===== src/rtl/seq_gen_pkg.sv =====
// Shared types and width helpers for the serial pattern transmitter.
// The state encoding is fixed so that waveforms read the same across every block that uses it.
package seq_gen_pkg;

    typedef enum logic [1:0] {
        S_IDLE  = 2'd0,
        S_SHIFT = 2'd1,
        S_GAP   = 2'd2,
        S_DONE  = 2'd3
    } state_t;

    // Bits needed for a counter that runs 0..n-1, never narrower than one bit.
    function automatic int cnt_bits(input int n);
        return (n > 1) ? $clog2(n) : 1;
    endfunction

endpackage


===== src/rtl/seq_gen_moore_if.sv =====
// Request/serial-output bundle of seq_gen_moore.
// The master side issues requests; the slave side is the transmitter itself.
interface seq_gen_moore_if #(
    parameter int WIDTH = 4,
    parameter int CNT_W = 4
) ();

    logic             start;
    logic [WIDTH-1:0] pattern;
    logic [CNT_W-1:0] repeat_cnt;
    logic             dout;
    logic             dout_valid;
    logic             busy;
    logic             done;

    modport master (
        output start, pattern, repeat_cnt,
        input  dout, dout_valid, busy, done
    );

    modport slave (
        input  start, pattern, repeat_cnt,
        output dout, dout_valid, busy, done
    );

endinterface


===== src/rtl/piso_shreg.sv =====
// Parallel-in/serial-out shift register, MSB first, zero fill.
// A load on the same edge as a shift request wins, which makes back-to-back frame reloads seamless.
module piso_shreg #(
    parameter int WIDTH = 4
) (
    input  logic             clk,
    input  logic             reset,
    input  logic             load,
    input  logic             shift_en,
    input  logic [WIDTH-1:0] din,
    output logic             msb
);

    logic [WIDTH-1:0] q;

    always_ff @(posedge clk or posedge reset) begin
        if (reset) begin
            q <= '0;
        end else if (load) begin
            q <= din;
        end else if (shift_en) begin
            q <= {q[WIDTH-2:0], 1'b0};
        end
    end

    assign msb = q[WIDTH-1];

endmodule


===== src/rtl/seq_gen_moore.sv =====
// Serial pattern transmitter: sends a latched WIDTH-bit pattern MSB-first, repeat_cnt times,
// with GAP idle cycles between frames, then pulses done. Moore FSM, registered outputs.
module seq_gen_moore
    import seq_gen_pkg::*;
#(
    parameter int WIDTH = 4,
    parameter int CNT_W = 4,
    parameter int GAP   = 1
) (
    input  logic            clk,
    input  logic            reset,
    seq_gen_moore_if.slave  bus
);

    localparam int BW = cnt_bits(WIDTH);
    localparam int GW = cnt_bits(GAP);

    localparam logic [BW-1:0]    BIT_LAST = BW'(WIDTH - 1);
    localparam logic [GW-1:0]    GAP_LAST = GW'((GAP > 0) ? GAP - 1 : 0);
    localparam logic [CNT_W-1:0] ONE_LEFT = CNT_W'(1);

    state_t           state;
    logic [BW-1:0]    bit_cnt;
    logic [GW-1:0]    gap_cnt;
    logic [CNT_W-1:0] frames_left;
    logic [WIDTH-1:0] pat_q;
    logic             valid_q;
    logic             busy_q;
    logic             done_q;

    logic             accept;
    logic             reload;
    logic             load;
    logic             shift_en;
    logic [WIDTH-1:0] load_val;
    logic             shreg_msb;

    // Shift-register control: a fresh start loads the live input, later frames reload the copy.
    always_comb begin
        accept   = (state == S_IDLE) && bus.start;
        reload   = (state == S_SHIFT) && (bit_cnt == BIT_LAST) && (frames_left != ONE_LEFT);
        load     = accept || reload;
        shift_en = (state == S_SHIFT);
        load_val = accept ? bus.pattern : pat_q;
    end

    always_ff @(posedge clk) begin
        if (accept) begin
            pat_q <= bus.pattern;
        end
    end

    piso_shreg #(
        .WIDTH (WIDTH)
    ) u_shreg (
        .clk      (clk),
        .reset    (reset),
        .load     (load),
        .shift_en (shift_en),
        .din      (load_val),
        .msb      (shreg_msb)
    );

    always_ff @(posedge clk or posedge reset) begin
        if (reset) begin
            state       <= S_IDLE;
            bit_cnt     <= '0;
            gap_cnt     <= '0;
            frames_left <= '0;
            valid_q     <= 1'b0;
            busy_q      <= 1'b0;
            done_q      <= 1'b0;
        end else begin
            case (state)
                S_IDLE: begin
                    if (bus.start) begin
                        frames_left <= bus.repeat_cnt;
                        bit_cnt     <= '0;
                        gap_cnt     <= '0;
                        if (bus.repeat_cnt != '0) begin
                            state   <= S_SHIFT;
                            valid_q <= 1'b1;
                            busy_q  <= 1'b1;
                        end else begin
                            state  <= S_DONE;
                            done_q <= 1'b1;
                        end
                    end
                end

                S_SHIFT: begin
                    if (bit_cnt == BIT_LAST) begin
                        frames_left <= frames_left - ONE_LEFT;
                        bit_cnt     <= '0;
                        if (frames_left == ONE_LEFT) begin
                            state   <= S_DONE;
                            valid_q <= 1'b0;
                            busy_q  <= 1'b0;
                            done_q  <= 1'b1;
                        end else if (GAP > 0) begin
                            state   <= S_GAP;
                            gap_cnt <= '0;
                            valid_q <= 1'b0;
                        end
                    end else begin
                        bit_cnt <= bit_cnt + BW'(1);
                    end
                end

                S_GAP: begin
                    if (gap_cnt == GAP_LAST) begin
                        state   <= S_SHIFT;
                        bit_cnt <= '0;
                        valid_q <= 1'b1;
                    end else begin
                        gap_cnt <= gap_cnt + GW'(1);
                    end
                end

                S_DONE: begin
                    state  <= S_IDLE;
                    done_q <= 1'b0;
                end

                default: begin
                    state   <= S_IDLE;
                    valid_q <= 1'b0;
                    busy_q  <= 1'b0;
                    done_q  <= 1'b0;
                end
            endcase
        end
    end

    // The shift register holds the reloaded pattern during GAP, so dout is gated by valid.
    assign bus.dout       = valid_q & shreg_msb;
    assign bus.dout_valid = valid_q;
    assign bus.busy       = busy_q;
    assign bus.done       = done_q;

endmodule

===== src/flat_wrapper.sv =====
// flat-port wrapper written by rule: the top's interface ports become plain ports
module seq_gen_moore_flat import seq_gen_pkg::*;
#(
    parameter int WIDTH = 4,
    parameter int CNT_W = 4,
    parameter int GAP   = 1
)
  (clk, reset, bus_start, bus_pattern, bus_repeat_cnt, bus_dout, bus_dout_valid, bus_busy, bus_done);
  seq_gen_moore_if #(.WIDTH(WIDTH), .CNT_W(CNT_W)) bus_i ();
  input  logic clk;
  input  logic reset;
  input wire logic [$bits(bus_i.start)-1:0] bus_start;
  input wire logic [$bits(bus_i.pattern)-1:0] bus_pattern;
  input wire logic [$bits(bus_i.repeat_cnt)-1:0] bus_repeat_cnt;
  output wire logic [$bits(bus_i.dout)-1:0] bus_dout;
  output wire logic [$bits(bus_i.dout_valid)-1:0] bus_dout_valid;
  output wire logic [$bits(bus_i.busy)-1:0] bus_busy;
  output wire logic [$bits(bus_i.done)-1:0] bus_done;
  assign bus_i.start = bus_start;
  assign bus_i.pattern = bus_pattern;
  assign bus_i.repeat_cnt = bus_repeat_cnt;
  assign bus_dout = bus_i.dout;
  assign bus_dout_valid = bus_i.dout_valid;
  assign bus_busy = bus_i.busy;
  assign bus_done = bus_i.done;
  seq_gen_moore #(.WIDTH(WIDTH), .CNT_W(CNT_W), .GAP(GAP)) u_core (.clk(clk), .reset(reset), .bus(bus_i));
endmodule

===== config.mk =====
export PLATFORM = sky130hd
export DESIGN_NAME = seq_gen_moore_flat
export DESIGN_NICKNAME = d
export VERILOG_FILES = /design/src/rtl/seq_gen_pkg.sv /design/src/rtl/seq_gen_moore_if.sv /design/src/rtl/piso_shreg.sv /design/src/rtl/seq_gen_moore.sv /design/src/flat_wrapper.sv
export SDC_FILE = /design/constraint.sdc
export NUM_CORES = 1
export LEC_CHECK = 0
export CAP_MARGIN = 40
export CELL_PAD_IN_SITES_DETAIL_PLACEMENT = 0
export CELL_PAD_IN_SITES_GLOBAL_PLACEMENT = 1
export CORE_AREA = 5 5 53 59
export CTS_BUF_LIST = sky130_fd_sc_hd__clkbuf_4
export DETAILED_ROUTE_END_ITERATION = 6
export DIE_AREA = 0 0 58 64
export GPL_ROUTABILITY_DRIVEN = 0
export PLACE_DENSITY_LB_ADDON = 0.1
export REMOVE_ABC_BUFFERS = 1
export SYNTH_ARGS = -nofsm -noshare
export SYNTH_HDL_FRONTEND = slang
export SYNTH_SLANG_ARGS = --single-unit

===== constraint.sdc =====
create_clock -name clk -period 1.9 [get_ports clk]
set_input_delay 0.19 -clock clk [delete_from_list [all_inputs] [get_ports clk]]
set_output_delay 0.19 -clock clk [all_outputs]
set_load 0.01 [all_outputs]

Word level (Yosys, flattened, before mapping)
Index checks and enable logic that the tools add are counted.
{"block": "totals", "register_bits": 20, "latchBits": 0, "mem_bits_rw": 0, "mem_bits_ro": 0, "input_bits": 11, "output_inout_bits": 4, "memories": 0}
{"block": "classes", "addsub": 3, "n_mul": 0, "n_div": 0, "order_cmp": 0, "eq_ne": 13, "shifts": 0, "muxes": 34, "bitwise_logic": 1, "reduce_logical": 17}
{"operator": "2-to-1 mux 4 bit", "count": 5}
{"operator": "2-to-1 mux 1 bit", "count": 15}
{"operator": "AND reduction 5 bit", "count": 3}
{"operator": "2-to-1 mux 2 bit", "count": 7}
{"operator": "inequality test 2 bit, second input constant", "count": 7}
{"operator": "one-hot mux 1 bit (3 select lines)", "count": 3}
{"operator": "AND reduction 3 bit", "count": 3}
{"operator": "one-hot mux 2 bit (4 select lines)", "count": 1}
{"operator": "one-hot mux 4 bit (2 select lines)", "count": 1}
{"operator": "equality test 2 bit, second input constant", "count": 3}
{"operator": "one-hot mux 2 bit (3 select lines)", "count": 1}
{"operator": "nonzero test 3 bit", "count": 2}
{"operator": "equality test 4 x 1 -> 1 bit, second input constant", "count": 1}
{"operator": "inequality test 4 x 1 -> 1 bit, second input constant", "count": 1}
{"operator": "AND reduction 4 bit", "count": 1}
{"operator": "nonzero test 2 bit", "count": 2}
{"operator": "nonzero test 4 bit", "count": 1}
{"operator": "subtractor 4 x 1 -> 4 bit, second input constant", "count": 1}
{"operator": "logical AND 1 bit", "count": 3}
{"operator": "adder 2 x 1 -> 2 bit, second input constant", "count": 1}
{"operator": "equality test 2 x 1 -> 1 bit, second input constant", "count": 1}
{"operator": "zero test 2 bit", "count": 1}
{"operator": "one-hot mux 1 bit (2 select lines)", "count": 1}
{"operator": "adder 1 bit, second input constant", "count": 1}
{"operator": "other kinds (2)", "count": 2}

Depth between registers and ports, before layout
{"block": "depth", "ltp_word": 5, "ltp_mapped": 5, "mapped_depth_nobuf": 5}

Cells and area by module
A second synthesis with hierarchy kept.
{"block": "unflattened", "cells_unflattened": 99, "hier_area_um2": 973.4}
{"mod": "seq_gen_moore", "instances": 1, "cells_each": 82, "area_each_um2": 798.3}
{"mod": "piso_shreg", "instances": 1, "cells_each": 17, "area_each_um2": 175.2}

Worst setup path before layout
OpenSTA, ideal clock, no wires.
{"block": "synth_path", "kind": "reg-to-reg", "startpoint": "reg u_core.frames_left[1]", "endpoint": "reg u_core.u_shreg.q[2]", "setup_time_ns": 0.126, "arrival_ns": 1.520, "required_time_ns": 1.774, "setup_slack_ns": 0.254, "stages_incl_launch_ff": 6, "n_path_buf": 0, "path_cell_list": "dfrtp_1 inv_1 ha_1 nor3b_1 a211oi_1 a221o_1"}
{"block": "synth_between", "elab_chain_cells": 4}
{"element": "start, declared", "line_no": "seq_gen_moore.sv:25", "text": "logic [CNT_W-1:0] frames_left;"}
{"element": "start signal, assigned", "line_no": "seq_gen_moore.sv:77", "text": "frames_left <= bus.repeat_cnt;"}
{"element": "start signal, assigned", "line_no": "seq_gen_moore.sv:93", "text": "frames_left <= frames_left - ONE_LEFT;"}
{"element": "inequality test 4 x 1 -> 1 bit (*)", "line_no": "seq_gen_moore.sv:41", "text": "reload = (state == S_SHIFT) && (bit_cnt == BIT_LAST) && (frames_left != ONE_LEFT);"}
{"element": "logical AND 1 bit (*)", "line_no": "seq_gen_moore.sv:41"}
{"element": "logical OR 1 bit (*)", "line_no": "seq_gen_moore.sv:42", "text": "load = accept || reload;"}
{"element": "2-to-1 mux 4 bit / nonzero test 2 bit (equally long branches)"}
{"element": "end signal, assigned", "line_no": "piso_shreg.sv:20", "text": "q <= din;"}
{"element": "end signal, assigned", "line_no": "piso_shreg.sv:22", "text": "q <= {q[WIDTH-2:0], 1'b0};"}
{"element": "end, declared", "line_no": "piso_shreg.sv:14", "text": "logic [WIDTH-1:0] q;"}
Every way passes the cells marked *; elsewhere a longest branch is shown, timed or not.
A chain may end at the register's enable or synchronous reset.

Worst setup path after layout
{"block": "layout_path", "startpoint": "reg u_core.state[0]", "endpoint": "reg u_core.u_shreg.q[0]"}
{"element": "start, declared", "line_no": "seq_gen_moore.sv:22", "text": "state_t state;"}
{"element": "start signal, assigned", "line_no": "seq_gen_moore.sv:66", "text": "state <= S_IDLE;"}
{"element": "start signal, assigned", "line_no": "seq_gen_moore.sv:81", "text": "state <= S_SHIFT;"}
{"element": "start signal, assigned", "line_no": "seq_gen_moore.sv:85", "text": "state <= S_DONE;"}
{"element": "zero test 2 bit", "line_no": "seq_gen_moore.sv:40", "text": "accept = (state == S_IDLE) && bus.start;"}
{"element": "logical AND 1 bit", "line_no": "seq_gen_moore.sv:40"}
{"element": "2-to-1 mux 4 bit"}
{"element": "named net u_core.load_val[0]", "line_no": "seq_gen_moore.sv:35", "text": "logic [WIDTH-1:0] load_val;"}
{"element": "2-to-1 mux 4 bit", "line_no": "piso_shreg.sv:19", "text": "end else if (load) begin"}
The timed path passes the listed nets, and every way through them passes these cells.

==> results.md <==
### Outcome
- **result of the run** finished, final reports clean

### Power
- **total power density per cell area** 1526 mW/mm^2
- **Leakage** 0.5582 nW
- **Worst IR Drop VDD** 0.8832 mV

### Layout
- **register area** 455.4 sq um
- **number of fillers in the final layout** 235
- **fraction of final layout cells sized beyond drive strength 1** 13.91%
- **Antenna Diode Count** 0
- **area growth from synthesis to layout** 23.18%
- **area taken by multi-input logic gates** 506.7 sq um
- **net total in the final layout** 131
- **Final Instance Area** 0.001250 sq mm

### Clocking
- **latest clock arrival within the worst-skew pair** 0.29 ns
- **cts bufs inserted** 3
- **clock-pin slew on the worst setup and hold paths** 0.11 ns
- **H-Tree Depth** 1
- **clock tree from TritonCTS** yes
- **number of resized instances in the post-cts repair step** 0
- **buffers from clock root to sink, at most** 2
- **setup bufs post-CTS** 0
- **total clock sinks** 19
- **buffer type at the clock tree root** sky130_fd_sc_hd__clkbuf_4
- **hold buffer count at CTS** 0

### Synthesis
- **Mapped Cells** 95
- **proportion of netlist area held by the largest area contributor** 36.99%
- **synthesized area per cell** 10.68 sq um
- **count of yosys warnings during synthesis** 0
- **sequential element share of the synthesized area** 44.88%
- **number of distinct library cells after synthesis** 37
- **cell types with the largest area share after synthesis** sky130_fd_sc_hd__dfrtp_1, sky130_fd_sc_hd__dfxtp_1, sky130_fd_sc_hd__mux2i_1, sky130_fd_sc_hd__ha_1, sky130_fd_sc_hd__a211oi_1
- **cell type contributing the most total cell area after synthesis** sky130_fd_sc_hd__dfrtp_1
- **flip-flop and latch count after synthesis** 19
- **combined area of all synthesized cells** 0.001015 sq mm

### Timing
- **unrepaired setup endpoints after global routing** no
- **count of final hold-check violations** 0
- **FMAX** 610.8 MHz
- **share of the clock period used by the worst path** 86.17%
- **actual slew at the worst max-slew pin** 0.5821 ns
- **Period minus WS final** 1.637 ns
- **final slew viol count** 0
- **Max transition margin** 61.15%
- **total setup violations reported at the end of the flow** 0
- **Max Clock Skew** 0.001181 ns
- **min setup slack post-route** 0.2628 ns

### Routing
- **final wirelength** 2215 um
- **drt first-iter violations** 11
- **via/cell ratio** 5.370
- **routed len/inst** 15.17 um
- **post-route DRC violation count** 0
- **total via count after detailed routing** 784
- **Detail Route Antenna Nets** 0
- **router iterations before antenna repair** 4

### Global route
- **wire length of the first global-routing pass** 3801 um
- **gr ovfl total** 0
- **global routing usage on met3** 2.414%
- **largest net degree at the start of global routing** 21
- **met1 track utilization from global routing** 17.14%
- **highest-utilization routing layer at the global route stage** met2
- **number of global-route vias before repair** 832
- **met2 usage in global routing** 20.62%
- **global router's overall resource usage** 13.03%
- **antenna violations before repair** 0

### Die
- **Initial Utilization** 41.04%
- **die span in y** 64 um
- **top-level port count** 15
- **Die Area** 0.003712 sq mm
- **core footprint** 0.002472 sq mm
- **Die W** 58 um
- **number of placement rows** 19

### Min path
- **hold crit path type** in -> async

### Critical path
- **data arrival time of the worst path** 1.83 ns
- **required time worst endpoint** 2.09 ns
- **Setup CP Type** reg -> reg
- **CP startpoint kind** register
- **maximum fanout encountered on the critical timing path** 4
- **critical path capture point type** register

### Placed design
- **DP HPWL** 1598 um
- **placement-stage worst setup slack** -0.02469 ns
- **standard cell area after detailed placement** 0.001220 sq mm
- **Port-buffer cells** 14

### Flow run
- **maxcap violations** 0

==> routing by layer <==
| layer | vias up | wire [um] |
|---|---|---|
| met1 | 378 | 1061 |
| met4 | 0 | 17 |
| met3 | 2 | 84 |
| met2 | 10 | 1052 |
| met5 | - | 0 |
| li1 | 394 | - |
==> Yosys cell counts, drive strengths merged <==
master / n
a31oi: 1
nand2: 4
a21oi: 5
a211o: 1
o22ai: 2
clkbuf: 3
and2: 1
nand2b: 1
inv: 7
a21o: 2
or3: 1
buf: 2
or4: 1
or3b: 2
nor2: 1
nor2b: 2
a2bb2oi: 2
o21ai: 3
o211ai: 1
o21bai: 1
a221o: 2
nor3b: 1
mux2: 4
nor3: 2
a22o: 3
a211oi: 4
ha: 4
o2111ai: 1
nand3b: 3
nor4: 1
mux2i: 6
dfrtp: 15
dfxtp: 4
o2111a: 2
==> final cells by class <==
class,count,area share (%)
Multi-Input combinational cell,64,40.54
Inverter,7,2.102
Sequential cell,19,36.44
Tap cell,31,3.103
Clock buffer,4,2.402
Timing Repair Buffer,21,15.42
==> layout by cell type (no fill, tap or decap), drive strengths merged, types with 2 or more instances in the layout <==
master / count
clkdlybuf4s50: 14
clkbuf: 4
nor3: 2
a21oi: 5
nor2b: 2
inv: 7
o21ai: 3
a21o: 2
mux2i: 6
a221o: 2
or3b: 2
buf: 7
mux2: 4
nand2: 4
ha: 4
a22o: 3
nand3b: 3
o2111a: 2
a211oi: 4
dfxtp: 4
dfrtp: 15
o22ai: 2
a2bb2oi: 2
==> flip-flops by register name (all words and copies together), names as in the netlist <==
name                   count
u_core.bus.done            1
u_core.state               2
u_core.bus.busy            1
u_core.bit_cnt             2
u_core.u_shreg.q           4
u_core.pat_q               4
u_core.frames_left         4
u_core.bus.dout_valid      1
==> final timing paths <==
kind                            startpoint               endpoint  slack [ns]  cells after the start
setup / recovery           u_core.state[0]    u_core.u_shreg.q[0]        0.26                      4
hold reg to reg            u_core.pat_q[1]        u_core.pat_q[1]        0.48                      2
min in group clk           u_core.pat_q[1]        u_core.pat_q[1]        0.48                      2
hold / removal                       reset        u_core.bus.busy        0.24                      2
max in group asynchronous            reset  u_core.frames_left[0]        1.28                      2
setup reg to reg           u_core.state[0]    u_core.u_shreg.q[0]        0.26                      4
==> cell families after synthesis <==
logic type      count (synthesis)  share of synthesized area (%)
compound gates                 30                          21.95
simple gates                   20                          11.96
flops                          19                          44.88
buf+inv                        12                          5.179
mux                            10                          11.10
fa+ha+maj                       4                          4.932
==> through the flow <==
stage / setup TNS (ns) / hold WS [ns] / util (%) / instances / power (mW)
2_1_floorplan: 0 / 0.09148 / - / 90 / 1.372
3_3_place_gp: -0.01824 / 0.4522 / 49.34 / 142 / 1.676
3_5_place_dp: -0.04463 / 0.4581 / 49.34 / 142 / 1.690
4_1_cts: 0 / 0.2620 / 50.56 / 146 / 1.920
5_1_grt: 0 / 0.3364 / 50.56 / 146 / 2.078
6_report: 0 / 0.2429 / 50.56 / 146 / 1.907
==> report_power, final <==
| part | leakage, nW | total, mW | switching, mW | internal, mW |
|---|---|---|---|---|
| sequential | 0.212 | 0.719 | 0.126 | 0.592 |
| combinational | 0.327 | 0.971 | 0.461 | 0.510 |
| clock | 0.0184 | 0.218 | 0.122 | 0.0959 |
==> worst max-delay path: stages, from the launching register on <==
cell and delay [ns]:
sky130_fd_sc_hd__dfrtp_1 0.39, sky130_fd_sc_hd__or3b_1 0.49, sky130_fd_sc_hd__buf_4 0.19, sky130_fd_sc_hd__mux2_2 0.27
sky130_fd_sc_hd__a22o_1 0.19
(Power assumes the default switching activity.)
